--- config.mk ---
export PLATFORM = sky130hd
export DESIGN_NAME = idu_sb_flat
export DESIGN_NICKNAME = d
export VERILOG_FILES = /design/src/rtl/idu_sb_if.sv /design/src/rtl/idu_sb.sv /design/src/flat_wrapper.sv
export SDC_FILE = /design/constraint.sdc
export NUM_CORES = 2
export LEC_CHECK = 0
export ABC_AREA = 0
export ABC_CLOCK_PERIOD_IN_PS = 5750
export CORE_MARGIN = 4
export CORE_UTILIZATION = 63
export CTS_BUF_LIST = sky130_fd_sc_hd__clkbuf_4 sky130_fd_sc_hd__clkbuf_8
export DETAILED_ROUTE_END_ITERATION = 12
export GPL_ROUTABILITY_DRIVEN = 0
export HOLD_SLACK_MARGIN = 0.03
export PLACE_DENSITY_LB_ADDON = 0.2
export SLEW_MARGIN = 40
export SYNTH_ARGS = -nofsm -noshare
export SYNTH_HDL_FRONTEND = slang
export SYNTH_SLANG_ARGS = --single-unit
--- constraint.sdc ---
create_clock -name clk -period 5.75 [get_ports clk]
set_input_delay 1.15 -clock clk [delete_from_list [all_inputs] [get_ports clk]]
set_output_delay 1.15 -clock clk [all_outputs]
set_load 0.1 [all_outputs]
--- src/rtl/idu_sb_if.sv ---
// Decode-stage bus: IFU request side, EXU issue side and WBU write-back port.
// The slave modport is the decode stage; the master modport drives it.
interface idu_sb_if #(
    parameter int XLEN = 32
);
    logic            valid_pre_i;
    logic            ready_pre_o;
    logic [XLEN-1:0] pc_i;
    logic [31:0]     inst_i;
    logic            flush_i;
    logic            valid_post_o;
    logic            ready_post_i;
    logic [XLEN-1:0] pc_o;
    logic [6:0]      opcode_o;
    logic [2:0]      funct3_o;
    logic [6:0]      funct7_o;
    logic [4:0]      rd_o;
    logic            wena_o;
    logic [XLEN-1:0] imm_o;
    logic [XLEN-1:0] rdata1_o;
    logic [XLEN-1:0] rdata2_o;
    logic            illegal_o;
    logic            stall_o;
    logic            wena_i;
    logic [4:0]      waddr_i;
    logic [XLEN-1:0] wdata_i;

    modport slave (
        input  valid_pre_i, pc_i, inst_i, flush_i, ready_post_i,
               wena_i, waddr_i, wdata_i,
        output ready_pre_o, valid_post_o, pc_o, opcode_o, funct3_o, funct7_o,
               rd_o, wena_o, imm_o, rdata1_o, rdata2_o, illegal_o, stall_o
    );

    modport master (
        output valid_pre_i, pc_i, inst_i, flush_i, ready_post_i,
               wena_i, waddr_i, wdata_i,
        input  ready_pre_o, valid_post_o, pc_o, opcode_o, funct3_o, funct7_o,
               rd_o, wena_o, imm_o, rdata1_o, rdata2_o, illegal_o, stall_o
    );
endinterface

--- src/rtl/idu_sb.sv ---
// Decode stage: one-entry buffer, field/immediate decode, register file with
// write-back bypass and a per-register pending-write scoreboard for RAW stalls.
//   state   | meaning
//   S_EMPTY | no instruction held, ready for IFU
//   S_HOLD  | instruction held, presented to EXU unless hazard or flush
module idu_sb #(
    parameter int XLEN  = 32,
    parameter int NREGS = 32,
    parameter int CNT_W = 2
) (
    input  logic       clk,
    input  logic       rst,
    idu_sb_if.slave    bus
);
    localparam int AW = (NREGS > 1) ? $clog2(NREGS) : 1;

    typedef enum logic {S_EMPTY, S_HOLD} state_t;

    state_t          r_state;
    state_t          w_state_nxt;
    logic [XLEN-1:0] r_pc;
    logic [31:0]     r_inst;
    logic [XLEN-1:0] r_rf  [NREGS];
    logic [CNT_W-1:0] r_cnt [NREGS];

    logic [6:0]      w_opcode;
    logic [4:0]      w_rd, w_rs1, w_rs2;
    logic            w_use_rd, w_use_rs1, w_use_rs2, w_known;
    logic [31:0]     w_imm32;
    logic [XLEN-1:0] w_imm;
    logic            w_illegal, w_wena, w_hazard;
    logic            w_hold, w_valid, w_issue, w_ready_pre, w_accept, w_sb_inc;
    logic [CNT_W-1:0] w_cnt_rs1, w_cnt_rs2, w_cnt_rd;
    logic [XLEN-1:0] w_rf_rs1, w_rf_rs2;
    logic            w_wb_rs1, w_wb_rs2, w_wb_rd;

    function automatic logic in_range(input logic [4:0] idx);
        return {27'b0, idx} < NREGS;
    endfunction

    assign w_opcode = r_inst[6:0];
    assign w_rd     = r_inst[11:7];
    assign w_rs1    = r_inst[19:15];
    assign w_rs2    = r_inst[24:20];

    always_comb begin
        w_use_rd  = 1'b0;
        w_use_rs1 = 1'b0;
        w_use_rs2 = 1'b0;
        w_known   = 1'b1;
        w_imm32   = '0;
        case (w_opcode)
            7'b0110111, 7'b0010111: begin
                w_use_rd = 1'b1;
                w_imm32  = {r_inst[31:12], 12'b0};
            end
            7'b1101111: begin
                w_use_rd = 1'b1;
                w_imm32  = {{11{r_inst[31]}}, r_inst[31], r_inst[19:12],
                            r_inst[20], r_inst[30:21], 1'b0};
            end
            7'b1100111, 7'b0000011, 7'b0010011, 7'b1110011: begin
                w_use_rd  = 1'b1;
                w_use_rs1 = 1'b1;
                w_imm32   = {{20{r_inst[31]}}, r_inst[31:20]};
            end
            7'b1100011: begin
                w_use_rs1 = 1'b1;
                w_use_rs2 = 1'b1;
                w_imm32   = {{19{r_inst[31]}}, r_inst[31], r_inst[7],
                             r_inst[30:25], r_inst[11:8], 1'b0};
            end
            7'b0100011: begin
                w_use_rs1 = 1'b1;
                w_use_rs2 = 1'b1;
                w_imm32   = {{20{r_inst[31]}}, r_inst[31:25], r_inst[11:7]};
            end
            7'b0110011: begin
                w_use_rd  = 1'b1;
                w_use_rs1 = 1'b1;
                w_use_rs2 = 1'b1;
            end
            default: w_known = 1'b0;
        endcase
    end

    always_comb begin
        w_imm        = {XLEN{w_imm32[31]}};
        w_imm[31:0]  = w_imm32;
    end

    // Out-of-range indices read as zero data and zero pending count.
    always_comb begin
        w_cnt_rs1 = '0;
        w_cnt_rs2 = '0;
        w_cnt_rd  = '0;
        w_rf_rs1  = '0;
        w_rf_rs2  = '0;
        if (in_range(w_rs1)) begin
            w_cnt_rs1 = r_cnt[w_rs1[AW-1:0]];
            w_rf_rs1  = r_rf[w_rs1[AW-1:0]];
        end
        if (in_range(w_rs2)) begin
            w_cnt_rs2 = r_cnt[w_rs2[AW-1:0]];
            w_rf_rs2  = r_rf[w_rs2[AW-1:0]];
        end
        if (in_range(w_rd)) begin
            w_cnt_rd = r_cnt[w_rd[AW-1:0]];
        end
    end

    assign w_wb_rs1 = bus.wena_i && (bus.waddr_i == w_rs1) && (w_rs1 != 5'd0);
    assign w_wb_rs2 = bus.wena_i && (bus.waddr_i == w_rs2) && (w_rs2 != 5'd0);
    assign w_wb_rd  = bus.wena_i && (bus.waddr_i == w_rd);

    assign w_illegal = !w_known
                       || (w_use_rd  && !in_range(w_rd))
                       || (w_use_rs1 && !in_range(w_rs1))
                       || (w_use_rs2 && !in_range(w_rs2));
    assign w_wena    = w_use_rd && (w_rd != 5'd0);

    // A source whose last outstanding write lands this cycle is satisfied by the bypass.
    assign w_hazard = (w_use_rs1 && (w_rs1 != 5'd0) && (w_cnt_rs1 != '0)
                          && !((w_cnt_rs1 == CNT_W'(1)) && w_wb_rs1))
                   || (w_use_rs2 && (w_rs2 != 5'd0) && (w_cnt_rs2 != '0)
                          && !((w_cnt_rs2 == CNT_W'(1)) && w_wb_rs2))
                   || (w_wena && (&w_cnt_rd) && !w_wb_rd);

    assign w_hold      = (r_state == S_HOLD);
    assign w_valid     = w_hold && !w_hazard && !bus.flush_i;
    assign w_issue     = w_valid && bus.ready_post_i;
    assign w_ready_pre = !w_hold || w_issue || bus.flush_i;
    assign w_accept    = bus.valid_pre_i && w_ready_pre;
    assign w_sb_inc    = w_issue && w_wena && !w_illegal;

    always_comb begin
        w_state_nxt = r_state;
        case (r_state)
            S_EMPTY: if (w_accept) w_state_nxt = S_HOLD;
            S_HOLD:  if (bus.flush_i || w_issue)
                         w_state_nxt = w_accept ? S_HOLD : S_EMPTY;
            default: w_state_nxt = S_EMPTY;
        endcase
    end

    always_ff @(posedge clk) begin
        if (!rst) begin
            r_state <= S_EMPTY;
            r_pc    <= '0;
            r_inst  <= '0;
            for (int i = 0; i < NREGS; i++) begin
                r_rf[i]  <= '0;
                r_cnt[i] <= '0;
            end
        end else begin
            r_state <= w_state_nxt;
            if (w_accept) begin
                r_pc   <= bus.pc_i;
                r_inst <= bus.inst_i;
            end
            for (int i = 1; i < NREGS; i++) begin
                if (bus.wena_i && (bus.waddr_i == 5'(i))) begin
                    r_rf[i] <= bus.wdata_i;
                end
                if (w_sb_inc && (w_rd == 5'(i)) && !(bus.wena_i && (bus.waddr_i == 5'(i)))) begin
                    r_cnt[i] <= r_cnt[i] + CNT_W'(1);
                end else if (!(w_sb_inc && (w_rd == 5'(i))) && bus.wena_i
                             && (bus.waddr_i == 5'(i)) && (r_cnt[i] != '0)) begin
                    r_cnt[i] <= r_cnt[i] - CNT_W'(1);
                end
            end
        end
    end

    assign bus.ready_pre_o  = w_ready_pre;
    assign bus.valid_post_o = w_valid;
    assign bus.stall_o      = w_hold && w_hazard;
    assign bus.illegal_o    = w_hold && w_illegal;
    assign bus.wena_o       = w_hold && w_wena;
    assign bus.pc_o         = r_pc;
    assign bus.opcode_o     = w_opcode;
    assign bus.funct3_o     = r_inst[14:12];
    assign bus.funct7_o     = r_inst[31:25];
    assign bus.rd_o         = w_rd;
    assign bus.imm_o        = w_imm;
    assign bus.rdata1_o     = w_wb_rs1 ? bus.wdata_i : w_rf_rs1;
    assign bus.rdata2_o     = w_wb_rs2 ? bus.wdata_i : w_rf_rs2;
endmodule

--- src/flat_wrapper.sv ---
// flat-port wrapper written by rule: the top's interface ports become plain ports
module idu_sb_flat 
#(
    parameter int XLEN  = 32,
    parameter int NREGS = 32,
    parameter int CNT_W = 2
)
  (clk, rst, bus_valid_pre_i, bus_pc_i, bus_inst_i, bus_flush_i, bus_ready_post_i, bus_wena_i, bus_waddr_i, bus_wdata_i, bus_ready_pre_o, bus_valid_post_o, bus_pc_o, bus_opcode_o, bus_funct3_o, bus_funct7_o, bus_rd_o, bus_wena_o, bus_imm_o, bus_rdata1_o, bus_rdata2_o, bus_illegal_o, bus_stall_o);
  idu_sb_if #(.XLEN(XLEN)) bus_i ();
  input  logic clk;
  input  logic rst;
  input wire logic [$bits(bus_i.valid_pre_i)-1:0] bus_valid_pre_i;
  input wire logic [$bits(bus_i.pc_i)-1:0] bus_pc_i;
  input wire logic [$bits(bus_i.inst_i)-1:0] bus_inst_i;
  input wire logic [$bits(bus_i.flush_i)-1:0] bus_flush_i;
  input wire logic [$bits(bus_i.ready_post_i)-1:0] bus_ready_post_i;
  input wire logic [$bits(bus_i.wena_i)-1:0] bus_wena_i;
  input wire logic [$bits(bus_i.waddr_i)-1:0] bus_waddr_i;
  input wire logic [$bits(bus_i.wdata_i)-1:0] bus_wdata_i;
  output wire logic [$bits(bus_i.ready_pre_o)-1:0] bus_ready_pre_o;
  output wire logic [$bits(bus_i.valid_post_o)-1:0] bus_valid_post_o;
  output wire logic [$bits(bus_i.pc_o)-1:0] bus_pc_o;
  output wire logic [$bits(bus_i.opcode_o)-1:0] bus_opcode_o;
  output wire logic [$bits(bus_i.funct3_o)-1:0] bus_funct3_o;
  output wire logic [$bits(bus_i.funct7_o)-1:0] bus_funct7_o;
  output wire logic [$bits(bus_i.rd_o)-1:0] bus_rd_o;
  output wire logic [$bits(bus_i.wena_o)-1:0] bus_wena_o;
  output wire logic [$bits(bus_i.imm_o)-1:0] bus_imm_o;
  output wire logic [$bits(bus_i.rdata1_o)-1:0] bus_rdata1_o;
  output wire logic [$bits(bus_i.rdata2_o)-1:0] bus_rdata2_o;
  output wire logic [$bits(bus_i.illegal_o)-1:0] bus_illegal_o;
  output wire logic [$bits(bus_i.stall_o)-1:0] bus_stall_o;
  assign bus_i.valid_pre_i = bus_valid_pre_i;
  assign bus_i.pc_i = bus_pc_i;
  assign bus_i.inst_i = bus_inst_i;
  assign bus_i.flush_i = bus_flush_i;
  assign bus_i.ready_post_i = bus_ready_post_i;
  assign bus_i.wena_i = bus_wena_i;
  assign bus_i.waddr_i = bus_waddr_i;
  assign bus_i.wdata_i = bus_wdata_i;
  assign bus_ready_pre_o = bus_i.ready_pre_o;
  assign bus_valid_post_o = bus_i.valid_post_o;
  assign bus_pc_o = bus_i.pc_o;
  assign bus_opcode_o = bus_i.opcode_o;
  assign bus_funct3_o = bus_i.funct3_o;
  assign bus_funct7_o = bus_i.funct7_o;
  assign bus_rd_o = bus_i.rd_o;
  assign bus_wena_o = bus_i.wena_o;
  assign bus_imm_o = bus_i.imm_o;
  assign bus_rdata1_o = bus_i.rdata1_o;
  assign bus_rdata2_o = bus_i.rdata2_o;
  assign bus_illegal_o = bus_i.illegal_o;
  assign bus_stall_o = bus_i.stall_o;
  idu_sb #(.XLEN(XLEN), .NREGS(NREGS), .CNT_W(CNT_W)) u_core (.clk(clk), .rst(rst), .bus(bus_i));
endmodule
Yosys cells after proc, flatten, opt, wreduce, memory -nomap -nowiden. Memory sizes are Yosys's and may differ from the RTL's. A register that Yosys moved wholly into a read port is not among the register bits. Index checks and enable logic that the tools add are counted.

Register bits after elaboration: 65. Memory bits (writable): 1088. Input port bits: 107. Memories: 2.

Memories: u_core.r_rf (words 32, bits a word 32, read ports 2, clocked after Yosys merged registers in 2, write ports 32, RTL line idu_sb.sv:23) `logic [XLEN-1:0] r_rf [NREGS];`; u_core.r_cnt (words 32, bits a word 2, read ports 34, clocked after Yosys merged registers in 3, write ports 32, RTL line idu_sb.sv:24) `logic [CNT_W-1:0] r_cnt [NREGS];`.

Add/sub/neg operators: 62. Eq/ne operators: 77. Mux-type cells: 424. Bitwise gates (word level): 94. Reductions and logical operators: 328.

Operators with widths (count): $mux 32 (33); $mux 1 (317); $logic_and 1x1->1 (211); $eq 5x5->1 const B (32); $pmux 32 s5 (1); $mux 2 (62); $or 1x1->1 (93); $eq 5x4->1 const B (16); $logic_not 1->1 (69); $reduce_bool 2->1 (33); $add 2x1->2 const B (31); $sub 2x1->2 const B (31); $mux 5 (10); $eq 5x3->1 const B (8); $eq 7x7->1 const B (4); $eq 7x6->1 const B (3); $eq 5x2->1 const B (4); $eq 5x5->1 (3); $reduce_bool 5->1 (3); $eq 7x5->1 const B (2); $eq 5x1->1 const B (2); $reduce_or 10->1 (1); $reduce_or 8->1 (1); $eq 7x2->1 const B (1); 9 further kinds (14).

Depth between registers and ports, before layout.
Depth in word-level cells: 24. Mapped depth: 14.

Least setup slack after synthesis. OpenSTA, ideal clock, no wires.

Path type: input port to output port. Start point: in bus_waddr_i[2]. End point: out bus_stall_o. Arrival time: 4509 ps. Required time: 4600 ps. Slack: 91 ps. Cell stages on the path: 9. Buffers on the path: 2. Path through: clkbuf_1 -> xnor2_1 -> nand4_1 -> nor4_1 -> nor4_1 -> a32oi_1 -> and2_1 -> buf_2 -> a21boi_0.

Word-level cells in the longest chain between the ends: 9.

RTL lines: from (decl) (RTL line flat_wrapper.sv:18) `input wire logic [$bits(bus_i.waddr_i)-1:0] bus_waddr_i;`; $eq 5x5->1, on equally long branches (RTL line idu_sb.sv:112, idu_sb.sv:113); $logic_and 1x1->1, on equally long branches (2 in series) (RTL line idu_sb.sv:112, idu_sb.sv:113); $logic_and 1x1->1, on equally long branches (RTL line idu_sb.sv:124, idu_sb.sv:126); $logic_not 1->1, on equally long branches (RTL line idu_sb.sv:124, idu_sb.sv:126); $logic_and 1x1->1, on equally long branches (RTL line idu_sb.sv:124, idu_sb.sv:126); $logic_or 1x1->1 (RTL line idu_sb.sv:125) `|| (w_use_rs2 && (w_rs2 != 5'd0) && (w_cnt_rs2 != '0)`; $logic_or 1x1->1 (*) (RTL line idu_sb.sv:127) `|| (w_wena && (&w_cnt_rd) && !w_wb_rd);`; $logic_and 1x1->1 (*) (RTL line idu_sb.sv:177) `assign bus.stall_o = w_hold && w_hazard;`; to (decl) (RTL line flat_wrapper.sv:32) `output wire logic [$bits(bus_i.stall_o)-1:0] bus_stall_o;`.

Every way passes the cells marked *; elsewhere a longest branch is shown, timed or not.

==> flow_summary.toml <==
[floorplanning]
core_sq_um = 93610
chipHeight_microns = 315.6
die_x_microns = 315.6
initial_core_util = 0.6368
num_io_pins = 262
dieArea_sq_um = 99600
num_rows = 112

[synthesis]
syn_avg_cell_area_sq_um = 15.58
ys_seq_area_frac = 0.5578
syn_area_sq_um = 59610
synth_common_cells = "edfxtp_1, mux4_2, and2_1, clkbuf_1, nand2_1"
synth.distinct_cells = 79
syn_inst = 3826
synth-seq-cells = 1134
synth_top_area_frac = 0.5310
synth_edf_count = 1054
synth.top_cells.by_area = "edfxtp_1, mux4_2, and2_1, dfxtp_1, a22o_1"
synth_most_common_cell = "edfxtp_1"
syn_nets = 3934
ys.warnings.count = 0
synth-main-ff-cell = "edfxtp_1"
synth_largest_area_cell = "edfxtp_1"
synthArstFlopShare = 0

[placed_design]
io_buffers = 261
dp_cells = 5093
dp_hpwl_microns = 112200

[routing]
vias_per_cell = 7.245
drt-initial-drc-count = 6050
drc = 0
first_pass_iters = 8
wire_per_inst_microns = 33.54
vias = 39420
drt-total-wl_microns = 182500
ant_nets = 0

[timing]
slew_headroom = 0.4181
finClkSkew_ns = 0.02365
setup_tns_ns = 0
timing.final.crit_share = 0.9566
period_minus_slack_ns = 5.500
worst_pin_slew_ns = 0.8729
max_freq_ghz = 0.1818
hold_viol = 0
rsz0062_at_grt = "no"
slew_viol_final = 0
setup_viol = 0

[critical_path]
critPathBufInv = 2
r2r_end = "u_core.r_cnt[18][1]"
worst_path_largest_cell_delay_ns = 0.87
cp-start-kind = "register"
crit_family = "compound AO/OA/AOI/OAI gates"
reg2reg_depth = 10
critPathCapture = "bus_stall_o"
slowest_stage = "dfxtp_4"
cp.required_ns = 4.60
cp_max_fo = 32
r2r_slack_ns = 1.23
path_cells = "buf_4 -> a221oi_1 -> o21ai_0 -> o2111ai_1 -> a21boi_2 -> and2_1 -> a21boi_0 -> buf_12"
crit_cells = 8
crit_arrival_ns = 4.35
end_kind = "primary output"
critical_path_class = "reg -> out"

[grt]
antenna_found_initial = 11
grt_pass1_vias = 39400
grt_pass1_wl_microns = 265100
grt_overflow_total = 0
grt_max_degree = 85
grtUsageTotal = 0.3712

[cts]
numCtsBuffers = 181
cts.htree.levels = 4
ctsHoldBuffers = 0
clk_pin_slew_worst_paths_ns = 0.06
postCtsResizedCells = 0
root_buffer = "clkbuf_8"
clockBufferDepth = 3
cts_tree = "done"
clock_latency_ns = 0.87
cts_sinks = 1134
cts_setup_buffers = 0

[flow_run]
cap_violations = 0

[min_path]
hold_path_class = "reg -> reg"

[layout]
drive_above_1_share = 0.3211
fin_cells = 5441
multi_input_area_sq_um = 24870
fillers = 5901
fin_nets = 4132
register_area_sq_um = 33280
area_growth_pct = 13.70

[outcome]
run_status = "complete, no violations"

[pwr]
static-leakage-power_uw = 0.02285
p_per_area_nw_per_um2 = 303.1
ir_worst_vdd_mv = 0.2580
layout make-up:
class / count / share of cell area
diodes: 11 / 0.0004062
clock buffers: 237 / 0.04361
clock inverters: 98 / 0.009323
inverters: 31 / 0.001717
multi-input cells: 2266 / 0.3669
flip-flops and latches: 1134 / 0.4911
well taps: 1254 / 0.02315
repair buffers: 410 / 0.06380
where the power goes:
group | switching (uW) | internal [uW] | total [uW]
sequential | 380 | 9610 | 9990
combinational | 2140 | 1470 | 3610
clock | 3270 | 3670 | 6940
cell families after synthesis:
family,Yosys count,synth area share
muxes,760,0.2549
xor gates and xnor gates,15,0.002204
adders and majority gates,1,0.0002099
buffers and inverters,426,0.03067
and+or+nand+nor,1058,0.1012
AOI/OAI and AO/OA,432,0.05302
DFF,1134,0.5578
cell usage in the layout, fill, tap and decap left out, types with 21 or more instances in the layout:
cell and instances:
a21oi_1 26, a22o_1 132, and2_1 581, buf_12 89
buf_2 80, buf_4 130, clkbuf_4 49, clkbuf_8 188
clkdlybuf4s50_1 102, clkinv_1 55, clkinv_2 27, dfxtp_1 72
edfxtp_1 1054, inv_1 29, mux2_2 69, mux2i_1 92
mux4_2 598, nand2_1 143, nand2b_1 22, nand3_1 34
nor2_1 66, nor2b_1 44, nor3_1 24, nor4_1 21
o211ai_1 27, o21ai_0 109
flip-flops by register name, indices dropped and copies added (netlist names), named ones only:
signal / cells
u_core.r_state: 1
u_core.r_cnt: 62
u_core.bus.pc_o: 32
u_core.r_rf: 992
u_core.r_inst: 32
stage by stage:
stage / instance area, sq um / hold slack [ns] / util / worst slack (ns) / power, uW
finish: 67770 / 0.4692 / 0.7240 / 0.2496 / 20540
global route: 67760 / 0.4884 / 0.7239 / 0.1332 / 21130
CTS: 67710 / 0.4707 / 0.7233 / 0.2533 / 20530
detailed placement: 64120 / 0.4512 / 0.6850 / 0.7290 / 13710
global placement: 64380 / 0.4563 / 0.6877 / 0.8706 / 13630
floorplan: 59610 / 0.4660 / - / 0.09059 / 12400
metal layers:
metal	wire (microns)	vias to the layer above	GRT usage	part of all wire
li1	-	15670	-	-
met1	63220	20180	0.4983	0.35
met2	87330	2992	0.5856	0.48
met3	23000	570	0.08724	0.13
met4	8940	4	0.1748	0.049
met5	28	-	0	0.00015
how the worst min path moves through the flow:
stage	to	slack, ns	start	depth (start not counted)
floorplan	u_core.r_inst[12]	0.47	u_core.r_inst[12]	1
global placement	u_core.bus.pc_o[5]	0.46	u_core.bus.pc_o[5]	1
detailed placement	u_core.bus.pc_o[2]	0.45	u_core.bus.pc_o[2]	1
CTS	u_core.bus.pc_o[0]	0.47	u_core.bus.pc_o[0]	1
global route	u_core.bus.pc_o[30]	0.49	u_core.bus.pc_o[30]	1
finish	u_core.bus.pc_o[11]	0.47	u_core.bus.pc_o[11]	1
Power figures use the tool's default switching activity.
